**src/rtl/imem_boot_loader_if.sv**
```systemverilog
// Stream-in handshake and instruction-memory write bus of the boot loader.
// The loader takes the slave view; the stream source / memory side takes the master view.
interface imem_boot_loader_if #(
  parameter int ADDR_W = 6
);
  logic [7:0]        in_data;
  logic              in_valid;
  logic              in_ready;
  logic              imem_we;
  logic [ADDR_W-1:0] imem_addr;
  logic [31:0]       imem_wdata;

  modport slave (
    input  in_data, in_valid,
    output in_ready, imem_we, imem_addr, imem_wdata
  );

  modport master (
    output in_data, in_valid,
    input  in_ready, imem_we, imem_addr, imem_wdata
  );
endinterface

```
**src/rtl/imem_boot_loader.sv**
```systemverilog
// Loads a framed little-endian byte stream (length, words, XOR checksum) into
// instruction memory and holds the core in reset until the image verifies.
module imem_boot_loader #(
  parameter int DEPTH  = 64,
  parameter int ADDR_W = 6
) (
  input  logic                clk,
  input  logic                reset,
  imem_boot_loader_if.slave   bus,
  output logic                core_reset,
  output logic                load_done,
  output logic                load_error
);

  localparam int CNT_W = ADDR_W + 1;

  typedef enum logic [2:0] {
    S_LEN_LO = 3'd0,
    S_LEN_HI = 3'd1,
    S_DATA   = 3'd2,
    S_CSUM   = 3'd3,
    S_DONE   = 3'd4,
    S_ERR    = 3'd5
  } state_t;

  state_t            state_r;
  state_t            state_nxt_s;
  logic [7:0]        len_lo_r;
  logic [15:0]       len_full_s;
  logic [CNT_W-1:0]  count_r;
  logic [CNT_W-1:0]  word_cnt_r;
  logic [1:0]        lane_r;
  logic [7:0]        csum_r;
  logic [23:0]       part_r;
  logic              we_r;
  logic [ADDR_W-1:0] addr_r;
  logic [31:0]       wdata_r;
  logic              core_reset_r;
  logic              load_done_r;
  logic              load_error_r;
  logic              ready_s;
  logic              accept_s;
  logic              last_word_s;

  function automatic logic [7:0] csum_next(input logic [7:0] acc, input logic [7:0] data);
    csum_next = acc ^ data;
  endfunction

  assign ready_s     = (state_r != S_DONE);
  assign accept_s    = bus.in_valid && ready_s;
  assign len_full_s  = {bus.in_data, len_lo_r};
  assign last_word_s = ((word_cnt_r + CNT_W'(1)) == count_r);

  assign bus.in_ready   = ready_s;
  assign bus.imem_we    = we_r;
  assign bus.imem_addr  = addr_r;
  assign bus.imem_wdata = wdata_r;
  assign core_reset     = core_reset_r;
  assign load_done      = load_done_r;
  assign load_error     = load_error_r;

  // State register.
  always_ff @(posedge clk) begin
    if (reset) begin
      state_r <= S_LEN_LO;
    end else begin
      state_r <= state_nxt_s;
    end
  end

  // Next-state decode; only an accepted byte can move the frame forward.
  always_comb begin
    state_nxt_s = state_r;
    if (accept_s) begin
      case (state_r)
        S_LEN_LO: state_nxt_s = S_LEN_HI;
        S_LEN_HI: begin
          if (len_full_s == 16'd0) begin
            state_nxt_s = S_CSUM;
          end else if (len_full_s > 16'(DEPTH)) begin
            state_nxt_s = S_ERR;
          end else begin
            state_nxt_s = S_DATA;
          end
        end
        S_DATA: begin
          if ((lane_r == 2'd3) && last_word_s) begin
            state_nxt_s = S_CSUM;
          end else begin
            state_nxt_s = S_DATA;
          end
        end
        S_CSUM: begin
          if (bus.in_data == csum_r) begin
            state_nxt_s = S_DONE;
          end else begin
            state_nxt_s = S_ERR;
          end
        end
        S_DONE:  state_nxt_s = S_DONE;
        S_ERR:   state_nxt_s = S_ERR;
        default: state_nxt_s = S_ERR;
      endcase
    end else begin
      state_nxt_s = state_r;
    end
  end

  // Byte assembly, checksum, write strobe and registered status outputs.
  always_ff @(posedge clk) begin
    if (reset) begin
      len_lo_r     <= 8'd0;
      count_r      <= '0;
      word_cnt_r   <= '0;
      lane_r       <= 2'd0;
      csum_r       <= 8'd0;
      part_r       <= 24'd0;
      we_r         <= 1'b0;
      addr_r       <= '0;
      wdata_r      <= 32'd0;
      core_reset_r <= 1'b1;
      load_done_r  <= 1'b0;
      load_error_r <= 1'b0;
    end else begin
      we_r         <= 1'b0;
      core_reset_r <= (state_nxt_s != S_DONE);
      load_done_r  <= (state_nxt_s == S_DONE);
      load_error_r <= (state_nxt_s == S_ERR);
      if (accept_s) begin
        case (state_r)
          S_LEN_LO: begin
            len_lo_r <= bus.in_data;
            csum_r   <= csum_next(csum_r, bus.in_data);
          end
          S_LEN_HI: begin
            count_r <= len_full_s[CNT_W-1:0];
            csum_r  <= csum_next(csum_r, bus.in_data);
          end
          S_DATA: begin
            csum_r <= csum_next(csum_r, bus.in_data);
            lane_r <= lane_r + 2'd1;
            case (lane_r)
              2'd0: part_r[7:0]   <= bus.in_data;
              2'd1: part_r[15:8]  <= bus.in_data;
              2'd2: part_r[23:16] <= bus.in_data;
              2'd3: begin
                we_r       <= 1'b1;
                addr_r     <= word_cnt_r[ADDR_W-1:0];
                wdata_r    <= {bus.in_data, part_r};
                word_cnt_r <= word_cnt_r + CNT_W'(1);
              end
              default: part_r <= part_r;
            endcase
          end
          default: csum_r <= csum_r;
        endcase
      end
    end
  end

endmodule

```
**src/flat_wrapper.sv**
```systemverilog
// flat-port wrapper written by rule: the top's interface ports become plain ports
module imem_boot_loader_flat 
#(
  parameter int DEPTH  = 64,
  parameter int ADDR_W = 6
)
  (clk, reset, core_reset, load_done, load_error, bus_in_data, bus_in_valid, bus_in_ready, bus_imem_we, bus_imem_addr, bus_imem_wdata);
  imem_boot_loader_if #(.ADDR_W(ADDR_W)) bus_i ();
  input  logic clk;
  input  logic reset;
  output logic core_reset;
  output logic load_done;
  output logic load_error;
  input wire logic [$bits(bus_i.in_data)-1:0] bus_in_data;
  input wire logic [$bits(bus_i.in_valid)-1:0] bus_in_valid;
  output wire logic [$bits(bus_i.in_ready)-1:0] bus_in_ready;
  output wire logic [$bits(bus_i.imem_we)-1:0] bus_imem_we;
  output wire logic [$bits(bus_i.imem_addr)-1:0] bus_imem_addr;
  output wire logic [$bits(bus_i.imem_wdata)-1:0] bus_imem_wdata;
  assign bus_i.in_data = bus_in_data;
  assign bus_i.in_valid = bus_in_valid;
  assign bus_in_ready = bus_i.in_ready;
  assign bus_imem_we = bus_i.imem_we;
  assign bus_imem_addr = bus_i.imem_addr;
  assign bus_imem_wdata = bus_i.imem_wdata;
  imem_boot_loader #(.DEPTH(DEPTH), .ADDR_W(ADDR_W)) u_core (.clk(clk), .reset(reset), .bus(bus_i), .core_reset(core_reset), .load_done(load_done), .load_error(load_error));
endmodule
```
**config.mk**
```make
export PLATFORM = sky130hd
export DESIGN_NAME = imem_boot_loader_flat
export DESIGN_NICKNAME = d
export VERILOG_FILES = /design/src/rtl/imem_boot_loader_if.sv /design/src/rtl/imem_boot_loader.sv /design/src/flat_wrapper.sv
export SDC_FILE = /design/constraint.sdc
export NUM_CORES = 1
export LEC_CHECK = 0
export CORE_ASPECT_RATIO = 0.8
export CORE_MARGIN = 3
export CORE_UTILIZATION = 45
export CTS_CLUSTER_DIAMETER = 150
export CTS_CLUSTER_SIZE = 10
export DETAILED_ROUTE_END_ITERATION = 8
export GPL_TIMING_DRIVEN = 0
export PLACE_DENSITY = 0.67
export SYNTH_ARGS = -nofsm -noshare
export SYNTH_HDL_FRONTEND = slang
export SYNTH_SLANG_ARGS = --single-unit
```
**constraint.sdc**
```tcl
create_clock -name clk -period 3.6 [get_ports clk]
set_input_delay 0.9 -clock clk [delete_from_list [all_inputs] [get_ports clk]]
set_output_delay 0.9 -clock clk [all_outputs]
set_load 0.03 [all_outputs]
```
==> results by stage, run 1 <==
Yosys:
- In this run, distinct cell masters in the synthesized netlist total 41.
- The number of register bits inferred by synthesis is 101.
- The net count after synthesis is 536.
- The sequential share of the synthesized area is 0.487.
- The cell count after synthesis came out at between 500 and 600.
- The number of enable-type register cells in the synthesized netlist is 0.
- The primary flip-flop cell chosen by synthesis mapping is sky130_fd_sc_hd__dfxtp_1.
- The proportion of synthesized flip-flops having asynchronous set or reset is 0.
- The mean instance size in the synthesized netlist is roughly 8.0 µm².
- The Yosys step of the flow raised 0 warnings.
- Summing every instance area after synthesis gives about 0.0042 mm².

Routing:
- The remaining antenna violation count is 0.
- Dividing the detail-routed wire length by the instance count gives 14.5 µm.
- The number of violations reported at the end of detailed-routing iteration 0 is approximately 260.
- The detailed router placed 3636 vias in this run.
- The residual DRC count is 0.
- The post-detailed-route via-to-cell ratio is 5.26.
- The total wire length is about 10000 µm.
- The first detailed-routing pass ran for 4 iterations.

Layout:
- Leaving out fill and tap cells, the most frequent cell in the layout is sky130_fd_sc_hd__nand2_1.
- In the final layout, flip-flops and latches occupy 0.00202 mm².
- In the final design database the tool counted ~600 nets.
- Of the cells placed in the final design, the portion with a size suffix greater than 1 is 0.0501.
- The fill cell instance count of the final layout is between 800 and 900.
- The multi-input logic area is 0.00193 mm².
- The post-synthesis to final-layout area growth is 20.6%.
- The top cell types in the final layout, fill and taps aside, are sky130_fd_sc_hd__nand2_1, sky130_fd_sc_hd__dfxtp_1, sky130_fd_sc_hd__a21oi_1, sky130_fd_sc_hd__clkdlybuf4s50_1, sky130_fd_sc_hd__nor2_1.
- Once layout is complete, the utilization of the core stands at 0.573.
- The antenna cell count is 0.

CTS:
- The tree built by TritonCTS fans out to between 100 and 150 sinks.
- The hold buffer count at cts is 0.
- Counting the buffers created by CTS gives 9.
- The later-pin clock latency in the skew report is 0.34 ns.
- The maximum level of the CTS H-tree is 3.
- The clock tree from TritonCTS is done.
- The number of gates resized after CTS was 0.
- The clock edge transition at the registers on the reported setup and hold paths is around 0.060 ns.
- In this run the post-CTS setup repair buffer count came out at 0.
- The buffer cell driving the clock tree root is sky130_fd_sc_hd__clkbuf_16.
- The maximum buffer depth of the clock tree is 2.

Timing:
- Clock skew on the completed layout was measured at 0.00502 ns.
- The number of pins with negative max-slew slack in the final report was 0.
- Timing would allow up to 359 MHz.
- The number of endpoints with negative hold slack in the final report is 0.
- The worst pin sits at a relative slew slack of 0.489.
- At the pin with the least slew margin, the transition time is between 0.7 and 0.8 ns.
- The time the worst path needs with I/O delays and setup is 2.79 ns.
- Setup repair after global routing left no endpoint under its margin.
- Setup violations remaining at the end of the flow were counted as 0.
- Of the available clock period, the critical path in the final layout requires 0.774.
- The total negative setup slack is 0 ns.

Worst setup path:
- Counting buffers and inverters, the worst setup path is 4 cells deep.
- For the worst setup path, the data required time is roughly 2.7 ns.
- Counting cells, the worst reg-to-reg path comes to 6.
- For the worst setup path, the data arrival time is about 1.9 ns.
- The signal on the critical path passes through clkbuf_1 > inv_1 > nand3_1 > clkdlybuf4s50_1.
- In this run the worst path has a maximum fanout of 8.
- The worst stage delay on the critical path is approximately 0.7 ns.
- Among cell families on the critical path, the largest total delay comes from buffers and inverters.
- The startpoint-to-endpoint class of the critical path is register to output pin.
- The slowest stage of the critical path belongs to the cell sky130_fd_sc_hd__clkdlybuf4s50_1.
- The worst setup path is captured at an output pin.
- The startpoint class of the critical path is a register.
- The number of buffers and inverters on the critical path is 3.

Floorplanning:
- The die area is 0.0104 mm².
- Measured along the y axis, the die boundary spans around 92 µm.
- 54 I/O pins were placed.
- The initial core utilization is 0.475.
- The number of standard-cell rows in the floorplan is 30.
- The core area is between 0.008 and 0.009 mm².
- The floorplan step set the die width to around 110 µm.

Power and ir drop:
- The ratio of total power to cell area is 433 mW/mm².
- Summing internal, switching and leakage power gives 2.17 mW.
- The worst-case vdd ir drop is about 300 µV.
- The leakage power figure is 1.72 nW.

Min path:
- The worst hold path belongs to the class register to register.
- Along the worst hold path, the cell count comes to 2.

Placement:
- Port buffering added 45 buffers.
- The congestion estimate from routability-driven global placement came to 0.840.
- Detailed placement ended at an HPWL of 7160 µm.

Global route:
- For this run, the total global-route usage over all layers was measured as 0.199.
- The via count of the first global-routing pass was 3347.
- The global-route wire length before repair is between 15000 and 20000 µm.
- Entering global routing, the biggest net connects 15 pins.
- The number of antenna violations at the first check in global routing is 0.
- For this run the aggregate overflow at the end of global routing stands at 0.

Run:
- The count of maximum capacitance violations is 0.

Outcome:
- The flow ran to the end, and the final reports show no timing, DRC or antenna violations.
routing by layer:
metal	share of wire	vias up	wire length [µm]	global-route usage
li1	-	1839	-	-
met1	0.48	1688	4790	0.278
met2	0.44	96	4450	0.302
met3	0.062	13	621	0.0528
met4	0.014	0	144	0.0611
met5	0	-	0	0
synthesized netlist by cell type (2+ instances only):
| cell | number | share of area |
|---|---|---|
| sky130_fd_sc_hd__nor3_2 | 3 | 0.0072 |
| sky130_fd_sc_hd__a21o_1 | 2 | 0.0036 |
| sky130_fd_sc_hd__inv_1 | 8 | 0.0072 |
| sky130_fd_sc_hd__or4_4 | 2 | 0.0054 |
| sky130_fd_sc_hd__ha_1 | 5 | 0.015 |
| sky130_fd_sc_hd__nand2_1 | 134 | 0.12 |
| sky130_fd_sc_hd__nor4_1 | 3 | 0.0045 |
| sky130_fd_sc_hd__nor2_1 | 34 | 0.031 |
| sky130_fd_sc_hd__and2_1 | 2 | 0.0030 |
| sky130_fd_sc_hd__nand2b_1 | 3 | 0.0045 |
| sky130_fd_sc_hd__xnor2_1 | 9 | 0.019 |
| sky130_fd_sc_hd__nand4_1 | 7 | 0.011 |
| sky130_fd_sc_hd__nor3_1 | 5 | 0.0060 |
| sky130_fd_sc_hd__a31oi_1 | 2 | 0.0030 |
| sky130_fd_sc_hd__xor2_1 | 21 | 0.044 |
| sky130_fd_sc_hd__mux2i_1 | 6 | 0.014 |
| sky130_fd_sc_hd__nand3_1 | 31 | 0.037 |
| sky130_fd_sc_hd__a211oi_1 | 2 | 0.0036 |
| sky130_fd_sc_hd__a21oi_1 | 79 | 0.095 |
| sky130_fd_sc_hd__buf_2 | 8 | 0.0096 |
| sky130_fd_sc_hd__and3_1 | 3 | 0.0045 |
| sky130_fd_sc_hd__clkbuf_1 | 32 | 0.029 |
| sky130_fd_sc_hd__dfxtp_1 | 101 | 0.49 |
flip-flops by register name, summed over array words and instances, names as in the netlist, 3 cells and up:
name / flops
u_core.state_r: 3
u_core.bus.imem_wdata: 32
u_core.word_cnt_r: 7
u_core.bus.imem_addr: 6
u_core.count_r: 7
u_core.csum_r: 8
u_core.part_r: 24
u_core.len_lo_r: 8
per-stage QoR:
| stage | instance area, µm² | setup slack [ns] | cells | hold WS (ns) |
|---|---|---|---|---|
| final | 5010 | 0.812 | 691 | 0.453 |
| after global routing | 5010 | 0.680 | 691 | 0.469 |
| after CTS | 5010 | 0.810 | 691 | 0.456 |
| after detailed placement | 4740 | 0.675 | 677 | 0.447 |
| after global placement | 4740 | 0.720 | 677 | 0.444 |
| after floorplan | 4150 | 1.27 | 520 | 0.432 |
worst register-to-register path, stage by stage (launching register included):
cell and delay, ns:
sky130_fd_sc_hd__dfxtp_1 0.29, sky130_fd_sc_hd__clkbuf_1 0.19, sky130_fd_sc_hd__and4bb_2 0.43, sky130_fd_sc_hd__clkbuf_1 0.41, sky130_fd_sc_hd__nand2_1 0.28, sky130_fd_sc_hd__nand2_1 0.14
sky130_fd_sc_hd__a21oi_1 0.07
power breakdown:
| part | leakage, nW | switching [mW] | internal, mW | total, mW |
|---|---|---|---|---|
| clock network | 0.134 | 0.389 | 0.496 | 0.885 |
| registers | 0.817 | 0.0153 | 1.14 | 1.15 |
| logic | 0.772 | 0.0872 | 0.0452 | 0.132 |
kinds of logic after synthesis:
kind of cell | after synthesis | share of synthesized area
AND/OR/NAND/NOR | 231 | 0.243
flip-flops | 101 | 0.487
AO/OA/AOI/OAI | 97 | 0.128
buffers and inverters | 50 | 0.0494
XOR/XNOR | 30 | 0.0633
multiplexers | 6 | 0.0145
adder cells (fa/ha/maj) | 5 | 0.0151
area by class of cell:
type | count | share of cell area
Sequential cell | 101 | 0.403
Multi-Input combinational cell | 369 | 0.385
Buffer | 42 | 0.0350
Clock buffer | 12 | 0.0512
Tap cell | 112 | 0.0280
Inverter | 8 | 0.00599
Timing Repair Buffer | 45 | 0.0899
Clock inverter | 2 | 0.00200
worst paths after layout:
check	slack [ns]	end	startpoint
max	0.81	bus_in_ready	u_core.state_r[0]$_SDFF_PP0_
min	0.45	u_core.bus.imem_wdata[13]$_SDFFE_PP0P_	u_core.bus.imem_wdata[13]$_SDFFE_PP0P_
max reg2reg	1.64	u_core.part_r[18]$_SDFFE_PP0P_	u_core.state_r[2]$_SDFF_PP0_
min reg2reg	0.45	u_core.bus.imem_wdata[13]$_SDFFE_PP0P_	u_core.bus.imem_wdata[13]$_SDFFE_PP0P_
(Power assumes the default switching activity.)
==> run 2: changes to the inputs <==
--- a/config.mk
+++ b/config.mk
@@ -12,7 +12,7 @@
 export CTS_CLUSTER_SIZE = 10
 export DETAILED_ROUTE_END_ITERATION = 8
 export GPL_TIMING_DRIVEN = 0
-export PLACE_DENSITY = 0.67
+export PLACE_DENSITY = 0.7
 export SYNTH_ARGS = -nofsm -noshare
 export SYNTH_HDL_FRONTEND = slang
 export SYNTH_SLANG_ARGS = --single-unit
==> constraint.sdc (replaced) <==
create_clock -name clk -period 2.5 [get_ports clk]
set_input_delay 0.625 -clock clk [delete_from_list [all_inputs] [get_ports clk]]
set_output_delay 0.625 -clock clk [all_outputs]
set_load 0.03 [all_outputs]
==> run 2 against run 1 <==
  * Critical path depth is 2 higher
  * First-iteration DRC count is 11% lower
  * Clock-buffer cell count fell by 1
  * Largest power group unchanged
  * Hold slack got worse by 0.0011 ns
  * Sequential share of layout area shrank 0.090 points
  * Non-clock buffer count did not move
  * Worst setup slack got worse by 0.61 ns
==> results by stage, run 2 (synthesized netlist as in run 1, its figures left out) <==
Run:
- Max-cap violations in this run came to 0.

Worst setup path:
- The number of cells traversed by the worst register-to-register path is 6.
- The startpoint class of the critical path is an input port.
- The maximum fanout along the worst path is 10.
- Data on the critical path arrives at its endpoint at around 2.5 ns.
- The endpoint required time on the critical path is between 2 and 3 ns.
- The worst setup path is captured at a register.
- The startpoint-to-endpoint class of the critical path is input port to register.

Timing:
- The pin slew with the least headroom to its limit is roughly 0.76 ns.
- Setup repair after global routing left no endpoint under its margin.
- Across the routed clock network, the largest skew measured is ~0.0062 ns.
- The time the worst path needs with I/O delays and setup is ~2.3 ns.
- The final worst-path cycle share is 0.919.
- Setup violations remaining at the end of the flow were counted as 0.
- The maximum achievable frequency is around 440 MHz.
- In this run the tightest slew margin relative to its limit is 0.493.
- For the final routed database, the setup TNS stands at 0 ns.
- The number of endpoints with negative hold slack in the final report is 0.
- The number of pins with negative max-slew slack in the final report was 0.

CTS:
- No sink is reached through more buffers than the 2 on the longest clock path.
- The clock edge transition at the registers on the reported setup and hold paths is ~0.060 ns.
- Clock latency on the worst-skew pair, taken at its later pin, is between 0.3 and 0.4 ns.
- Clock tree synthesis found a total of ~100 sinks.
- The number of hold buffers added after CTS was 0.
- The cell sitting at the root of the clock tree is a sky130_fd_sc_hd__clkbuf_16.
- In this run the number of H-tree levels came out at 3.
- Clock tree synthesis inserted a total of 9 buffers.
- The clock tree from TritonCTS is done.

Layout:
- The post-synthesis to final-layout area growth is 20.9%.
- The antenna cell count is 0.
- After filler insertion, the fill cell instance count of the layout stands at 820.
- The fraction of layout cells with a size suffix above 1 is 0.0534.
- The register with the most flip-flops in the layout has 32 of them.
- In the layout the commonest cells are sky130_fd_sc_hd__nand2_1, sky130_fd_sc_hd__dfxtp_1, sky130_fd_sc_hd__a21oi_1, sky130_fd_sc_hd__clkdlybuf4s50_1, sky130_fd_sc_hd__nor2_1.
- The most common library cell in the layout ignoring fill and taps is sky130_fd_sc_hd__nand2_1.
- The core occupancy in the finished layout is 0.574.
- The total number of nets in the final design is around 600.

Floorplanning:
- The region available for standard cell placement spans around 0.009 mm².
- The initial core utilization is 0.475.
- Pin placement for this block handled 54 I/O pins.
- The die covers 0.0104 mm².
- The number of standard-cell rows in the floorplan is 30.
- The overall die height is about 92 µm.
- Measured along the x axis, the die boundary spans between 100 and 150 µm.

Placement:
- The quantity of I/O buffers inserted on ports is 45.
- The routability congestion estimate from global placement is around 0.84.
- The HPWL after detailed placement is 7270 µm.

Global route:
- The via count of the first global-routing pass is 3409.
- The total routing usage reported by global routing is 0.199.
- Global routing finished with a remaining overflow of 0.
- The number of antenna violations at the first check in global routing was 0.
- The largest net degree at the start of global routing is 17.
- The global-route wire length before repair is between 15000 and 20000 µm.

Routing:
- For this block, the via count after detailed routing is 3623.
- The post-detailed-route via-to-cell ratio is about 5.2.
- The remaining antenna violation count is 0.
- The total iterations of the first detailed-routing run is 4.
- The first routing iteration left roughly 230 violations.
- In the routed design, unresolved DRC markers number 0.
- The routed wirelength normalized by instance count is approximately 15 µm.
- Summed over all layers, the routed wires come to between 10000 and 15000 µm.

Power and ir drop:
- The overall power consumption is 3.14 mW.
- The ratio of total power to cell area is ~620 mW/mm².
- Summed over all cells, the static leakage comes to 1.71 nW.
- The worst-case vdd ir drop is 506 µV.

Outcome:
- The flow ran to the end, and the final reports show no timing, DRC or antenna violations.

Min path:
- The number of instances on the worst hold path is 2.
- The path class of the tightest hold or removal check is register to register.
==> run 2: cell types whose count changed in the layout (fill, tap and decap cells not counted) <==
cell,delta
sky130_fd_sc_hd__clkinv_2,-1
sky130_fd_sc_hd__clkinvlp_4,+3
sky130_fd_sc_hd__dlygate4sd2_1,+1
sky130_fd_sc_hd__clkdlybuf4s50_1,-1
sky130_fd_sc_hd__clkinv_4,+1
sky130_fd_sc_hd__clkbuf_8,-1
==> run 2: what timing repair did <==
item	4_1_cts	5_1_grt
setup endpoints to repair	1	0
resized for setup	1	0
buffers inserted	0	0
==> run 2: area by class of cell <==
cell class / count / area (µm²) / share of cell area
repair buffers: 45 / 449 / 0.0894
plain buffers: 42 / 175 / 0.0349
clock buffers: 11 / 243 / 0.0483
well taps: 112 / 140 / 0.0279
clock inverters: 5 / 36.3 / 0.00722
inverters: 8 / 30.0 / 0.00598
multi-input cells: 369 / 1930 / 0.384
flip-flops and latches: 101 / 2020 / 0.403
==> run 2: through the flow <==
step                hold slack (ns)  setup slack [ns]  instances  instance area, µm²
global placement              0.442           -0.0863        677                4740
global route                  0.472            0.0148        693                5020
detailed placement            0.447            -0.145        677                4740
floorplan                     0.432             0.443        520                4150
finish                        0.452             0.202        693                5020
CTS                           0.456             0.200        693                5020
==> run 2: layer usage <==
metal,routed length (µm),up-vias,global-route usage,part of all wire
li1,-,1831,-,-
met1,4800,1670,0.291,0.48
met2,4390,113,0.295,0.43
met3,836,9,0.0541,0.083
met4,62,0,0.0410,0.0061
met5,0,-,0,0
==> run 2: worst paths after layout <==
kind | startpoint | endpoint | slack, ns
max | bus_in_valid | u_core.part_r[2]$_SDFFE_PP0P_ | 0.20
min | u_core.part_r[23]$_SDFFE_PP0P_ | u_core.bus.imem_wdata[23]$_SDFFE_PP0P_ | 0.45
max reg2reg | u_core.state_r[2]$_SDFF_PP0_ | u_core.part_r[2]$_SDFFE_PP0P_ | 0.56
min reg2reg | u_core.part_r[23]$_SDFFE_PP0P_ | u_core.bus.imem_wdata[23]$_SDFFE_PP0P_ | 0.45
==> run 2: worst max-delay path: stages <==
cell and delay [ns]:
sky130_fd_sc_hd__clkdlybuf4s50_1 0.63, sky130_fd_sc_hd__and4bb_2 0.35, sky130_fd_sc_hd__clkbuf_1 0.39, sky130_fd_sc_hd__nand2_1 0.29, sky130_fd_sc_hd__nand2_1 0.14, sky130_fd_sc_hd__a21oi_1 0.07
==> run 2: power breakdown <==
group	switching, mW	internal (mW)	total (mW)
logic	0.129	0.0644	0.193
registers	0.0214	1.64	1.66
clock network	0.585	0.702	1.29
total	0.735	2.40	3.14
